### config.mk
export PLATFORM = sky130hd
export DESIGN_NAME = ultrasonic_scheduler
export DESIGN_NICKNAME = d
export VERILOG_FILES = /design/src/rtl/ultrasonic_scheduler.sv
export SDC_FILE = /design/constraint.sdc
export NUM_CORES = 1
export LEC_CHECK = 0
export ABC_AREA = 1
export CORE_MARGIN = 4
export CORE_UTILIZATION = 55
export CTS_CLUSTER_SIZE = 30
export DETAILED_ROUTE_END_ITERATION = 10
export PLACE_DENSITY_LB_ADDON = 0.12
export SLEW_MARGIN = 20
export SYNTH_ARGS = -nofsm -noshare
export SYNTH_HDL_FRONTEND = slang
export SYNTH_SLANG_ARGS = --single-unit
### constraint.sdc
create_clock -name clk_clk -period 2.3 [get_ports clk_clk]
set_input_delay 0.23 -clock clk_clk [delete_from_list [all_inputs] [get_ports clk_clk]]
set_output_delay 0.23 -clock clk_clk [all_outputs]
set_load 0.01 [all_outputs]
### src/rtl/ultrasonic_scheduler.sv
// Round-robin ultrasonic rangefinder scheduler: fires one sensor at a time,
// measures its echo width and converts it to centimetres with a sub-counter.
module ultrasonic_scheduler #(
  parameter int NUM_SENSORS    = 6,
  parameter int TRIG_CYCLES    = 500,
  parameter int CYCLES_PER_CM  = 2915,
  parameter int TIMEOUT_CYCLES = 1500000,
  parameter int GUARD_CYCLES   = 500000
) (
  input  logic                     clk_clk,
  input  logic                     reset_reset_n,
  input  logic                     enable,
  input  logic [NUM_SENSORS-1:0]   echo,
  output logic [NUM_SENSORS-1:0]   trig,
  output logic [NUM_SENSORS*9-1:0] dist_cm,
  output logic [NUM_SENSORS-1:0]   timeout_flags,
  output logic                     meas_valid,
  output logic [2:0]               meas_idx,
  output logic [2:0]               dbg_state
);

  typedef enum logic [2:0] {
    IDLE      = 3'd0,
    TRIG      = 3'd1,
    WAIT_RISE = 3'd2,
    MEASURE   = 3'd3,
    GUARD     = 3'd4
  } state_t;

  localparam int CNT_MAX =
    (TIMEOUT_CYCLES > GUARD_CYCLES)
      ? ((TIMEOUT_CYCLES > TRIG_CYCLES) ? TIMEOUT_CYCLES : TRIG_CYCLES)
      : ((GUARD_CYCLES > TRIG_CYCLES) ? GUARD_CYCLES : TRIG_CYCLES);
  localparam int CNT_W = $clog2(CNT_MAX + 1);
  localparam int SUB_W = $clog2(CYCLES_PER_CM + 1);

  localparam logic [CNT_W-1:0] TRIG_LAST    = CNT_W'(TRIG_CYCLES - 1);
  localparam logic [CNT_W-1:0] TIMEOUT_LAST = CNT_W'(TIMEOUT_CYCLES - 1);
  localparam logic [CNT_W-1:0] GUARD_LAST   = CNT_W'(GUARD_CYCLES - 1);
  localparam logic [SUB_W-1:0] SUB_LAST     = SUB_W'(CYCLES_PER_CM - 1);
  localparam logic [2:0]       LAST_IDX     = 3'(NUM_SENSORS - 1);
  localparam logic [8:0]       CM_MAX       = 9'd511;

  state_t                 state, state_n;
  logic [CNT_W-1:0]       cnt, cnt_n;
  logic [SUB_W-1:0]       sub, sub_n;
  logic [8:0]             cm, cm_n;
  logic [2:0]             idx_n;
  logic [NUM_SENSORS-1:0] echo_s1, echo_s2;
  logic                   echo_q;
  logic                   echo_act;
  logic                   rec, rec_to;
  logic [8:0]             rec_cm;

  // Only the sensor currently being scanned is observed.
  assign echo_act  = echo_s2[meas_idx];
  assign dbg_state = state;

  always_comb begin
    state_n = state;
    cnt_n   = cnt;
    sub_n   = sub;
    cm_n    = cm;
    idx_n   = meas_idx;
    rec     = 1'b0;
    rec_to  = 1'b0;
    rec_cm  = cm;
    case (state)
      IDLE: begin
        if (enable) begin
          state_n = TRIG;
          cnt_n   = '0;
        end
      end
      TRIG: begin
        if (cnt == TRIG_LAST) begin
          state_n = WAIT_RISE;
          cnt_n   = '0;
        end else begin
          cnt_n = cnt + 1'b1;
        end
      end
      WAIT_RISE: begin
        if (echo_act) begin
          state_n = MEASURE;
          cnt_n   = '0;
          sub_n   = '0;
          cm_n    = '0;
        end else if (cnt == TIMEOUT_LAST) begin
          rec     = 1'b1;
          rec_to  = 1'b1;
          state_n = GUARD;
          cnt_n   = '0;
        end else begin
          cnt_n = cnt + 1'b1;
        end
      end
      MEASURE: begin
        // echo_q lags echo_act by one clock, so the clock that sees the
        // synchronised fall still counts the last high cycle.
        if (echo_q) begin
          cnt_n = cnt + 1'b1;
          if (sub == SUB_LAST) begin
            sub_n = '0;
            if (cm != CM_MAX) cm_n = cm + 9'd1;
          end else begin
            sub_n = sub + 1'b1;
          end
        end
        if (echo_q && cnt == TIMEOUT_LAST) begin
          rec     = 1'b1;
          rec_to  = 1'b1;
          state_n = GUARD;
          cnt_n   = '0;
        end else if (!echo_act) begin
          rec     = 1'b1;
          rec_cm  = cm_n;
          state_n = GUARD;
          cnt_n   = '0;
        end
      end
      GUARD: begin
        if (cnt == GUARD_LAST) begin
          idx_n   = (meas_idx == LAST_IDX) ? 3'd0 : meas_idx + 3'd1;
          state_n = enable ? TRIG : IDLE;
          cnt_n   = '0;
        end else begin
          cnt_n = cnt + 1'b1;
        end
      end
      default: begin
        state_n = IDLE;
        cnt_n   = '0;
      end
    endcase
  end

  // meas_valid is a one-cycle strobe with no back-pressure; dist_cm,
  // timeout_flags and meas_idx are stable while it is high.
  always_ff @(posedge clk_clk or negedge reset_reset_n) begin
    if (!reset_reset_n) begin
      state         <= IDLE;
      cnt           <= '0;
      sub           <= '0;
      cm            <= '0;
      echo_s1       <= '0;
      echo_s2       <= '0;
      echo_q        <= 1'b0;
      trig          <= '0;
      dist_cm       <= '1;
      timeout_flags <= '0;
      meas_valid    <= 1'b0;
      meas_idx      <= 3'd0;
    end else begin
      state      <= state_n;
      cnt        <= cnt_n;
      sub        <= sub_n;
      cm         <= cm_n;
      echo_s1    <= echo;
      echo_s2    <= echo_s1;
      echo_q     <= echo_act;
      meas_valid <= rec;
      meas_idx   <= idx_n;
      for (int i = 0; i < NUM_SENSORS; i++) begin
        trig[i] <= (state_n == TRIG) && (idx_n == 3'(i));
        if (rec && meas_idx == 3'(i)) begin
          dist_cm[9*i +: 9] <= rec_to ? CM_MAX : rec_cm;
          timeout_flags[i]  <= rec_to;
        end
      end
    end
  end

endmodule

==> run metrics <==
status=completed; endpoints failing hold=0; hold crit path type=in -> reg; Crit path largest cell delay=~430 ps; RSZ-0062 raised after global routing=no; P_leak=~4.1 nW; # IOs=82; Routed WL per cell=15.2 µm; chip height=~120 µm; row count=39; CTS tree=yes; die width=about 120 µm; Routed Antenna Nets=0; Tmin final=2110 ps; Worst-path clk slew=60 ps; crit share post-route=0.918; maximum vdd drop=just under 0.6 mV; required time worst endpoint=roughly 2700 ps; placed cells=~1100; worst path arrival time=~2500 ps; number of buffers and inverters on the critical path=2; Crit path max-delay family=simple AND/OR/NAND/NOR gates; Fin Setup TNS=0 ps; worst skew pair latency=roughly 420 ps; drt first-iter violations=about 510; DP HPWL=about 12000 µm; critical path startpoint=sub[0]$_DFFE_PN0P_; startpoint types=flip-flop; yosys warns=0; IO buf count=~80; Max-Slew Margin vs Limit=0.601; CTS sink cnt=approximately 130; design area=roughly 8300 µm²; CP dominant cell by count=nand2_1; Core Box Area=11600 µm²; most common cell after layout, fill and taps aside=nand2_1; share of layout cells above drive strength 1=0.158; Finished Layout Cells=1117; # setup viols final=0; FMAX=around 0.47 GHz; DR vias/cell=5.41; Antenna Cells=0; flop2flop setup slack=~190 ps; Root Driver=clkbuf_16; vias in the first global route=about 5700; CTS buffer count=17; total track usage=0.252; Setup Skew=about 5.7 ps; Placer Congestion=between 1 and 1.5; crit path cell chain=inv_1 > ha_1 > nand3_1 > nor2_1 > nand2_1 > o21ai_0 > nand3_1 > nand3_1 > nand2_1 > buf_4 > nand2_1 > nand2_1; Vias=6042; reg-to-reg startpoint=sub[0]$_DFFE_PN0P_; area of the mapped netlist=between 6000 and 7000 µm²; r2r endpoint=dist_cm[52]$_DFFE_PN1P_; Yosys reg bits=128; Worst Max-Slew Pin Slew=around 600 ps; Hold Path Depth=1; critical path endpoint category=flip-flop; DRC=0; WS Path Type=reg -> reg; slowest CP cell=dfrtp_1; Area Overhead vs Synth=24.0%; die area=about 14000 µm²; drt first pass iters=5; # fillers=906; r2r worst-path depth=12; WL final=between 15000 and 20000 µm; Post-Syn Area per Cell=7.72 µm²; htree depth=4; Area after DPL=7610 µm²; critical path peak fanout=6; pwr/cell area=622 nW/µm²; first-pass GRT wire length=28600 µm; sequential area share after synthesis=0.491; Max Cap Viol=0; Layout Nets=975; Worst Hold End=echo_s1[4]$_DFF_PN0_; Syn Inst Count=roughly 860; initial core utilization=0.573; initial antenna violation count=0; Yosys cell types=39; most frequent cells in the layout=nand2_1 (351), nor2_1 (86), inv_1 (80), clkdlybuf4s50_1 (80), dfrtp_1 (74); Worst Hold Launch=echo[4]; largest net degree at the start of global routing=57; Slew Limit Fails=0; gr ovfl total=0; Post-Syn Nets=roughly 900; Max clock buf depth=2
## cells in the mapped netlist
cell type	instances	area [µm²]
buf_6	9	101
nor3_1	12	60.1
o21a_1	1	7.51
xnor2_1	3	26.3
nor2_2	7	43.8
o21bai_1	1	7.51
buf_2	1	5.00
a21boi_2	1	11.3
or2_2	1	6.26
o21ai_0	22	110
clkinv_2	6	30.0
ha_1	5	62.6
dfrtp_1	74	1850
nor2_1	86	323
buf_1	1	3.75
nand3_2	5	50.1
buf_4	1	7.51
nand2_1	351	1320
dfstp_2	54	1420
nand2_4	8	90.1
inv_2	5	18.8
nor3b_1	1	7.51
xor2_1	9	78.8
nand2_2	11	68.8
a22o_1	1	8.76
o21ai_2	2	17.5
nor3_2	2	20.0
nand3_1	54	270
nor2_4	4	45.0
o22ai_1	1	6.26
nor4_1	1	6.26
a21boi_1	1	7.51
nand4_1	18	113
nand3b_1	5	37.5
a21oi_1	16	80.1
a21oi_4	1	16.3
inv_1	80	300
o21ai_1	1	5.00
nand3_4	1	17.5
## cells by family (layout without fill, tap and decap cells)
logic type                 after synthesis  in the layout  share of synthesized area
and+or+nand+nor                        567            567                      0.372
xor gates and xnor gates                12             12                     0.0158
AOI/OAI and AO/OA                       48             48                     0.0417
buffers and inverters                  103            214                     0.0701
DFF                                    128            128                      0.491
adders and majority gates                5              5                    0.00939
## metrics by stage
step / hold slack (ps) / util / setup slack [ps] / power (W)
after floorplan: -65.6 / - / 567 / 0.00232
after global placement: 268 / 0.655 / 110 / 0.00239
after detailed placement: 269 / 0.655 / 52.7 / 0.00239
after CTS: 237 / 0.708 / 18.4 / 0.00516
after global routing: 229 / 0.711 / 2.18 / 0.00527
final: 242 / 0.711 / 188 / 0.00514
## state kept, by name (all words and copies together) (netlist names), 6 cells and up
signal	count
sub	12
echo_s2	6
trig	6
dist_cm	54
cm	9
echo_s1	6
cnt	21
timeout_flags	6
## worst max path at each step
stage	end	slack, ps	cells past startpoint
3_5_place_dp	dist_cm[4]$_DFFE_PN1P_	50	12
6_report	dist_cm[52]$_DFFE_PN1P_	190	12
2_1_floorplan	timeout_flags[5]$_DFFE_PN0P_	570	11
4_1_cts	dist_cm[4]$_DFFE_PN1P_	20	12
3_3_place_gp	dist_cm[49]$_DFFE_PN1P_	110	12
5_1_grt	sub[3]$_DFFE_PN0P_	2	13
## area by class of cell
| cell class | count | area (µm²) | area share |
|---|---|---|---|
| Multi-Input combinational cell | 632 | 2950 | 0.357 |
| Clock inverter | 14 | 179 | 0.0217 |
| Tap cell | 143 | 179 | 0.0217 |
| Clock buffer | 18 | 429 | 0.0520 |
| Timing Repair Buffer | 91 | 898 | 0.109 |
| Sequential cell | 128 | 3270 | 0.396 |
| Inverter | 91 | 352 | 0.0426 |
## worst register-to-register path, stage by stage (launching register included)
cell	delay, ps
dfrtp_1	430
inv_1	140
ha_1	190
nand3_1	100
nor2_1	170
nand2_1	170
o21ai_0	200
nand3_1	140
nand3_1	110
nand2_1	70
buf_4	180
nand2_1	80
nand2_1	60
## layer usage
layer | part of all wire | up-vias | wire, µm | global-route usage
met5 | 0 | - | 0 | 0
met4 | 0.019 | 0 | 329 | 0.0835
met3 | 0.058 | 37 | 980 | 0.0538
met2 | 0.47 | 220 | 7960 | 0.398
met1 | 0.45 | 2894 | 7690 | 0.347
li1 | - | 2891 | - | -
## power breakdown
group | internal, W | total [W] | switching (W)
clock | 0.00172 | 0.00278 | 0.00106
sequential | 0.00227 | 0.00227 | 0.00000540
combinational | 0.0000219 | 0.0000799 | 0.0000580
## what timing repair did
action                                 4_1_cts  5_1_grt
endpoints found under the hold margin       40        0
hold buffers                                 1        0
buffers inserted                             0        0
setup endpoints to repair                    0       32
resized for setup                            0        7
Note: power is estimated with default switching activity, not from simulation.
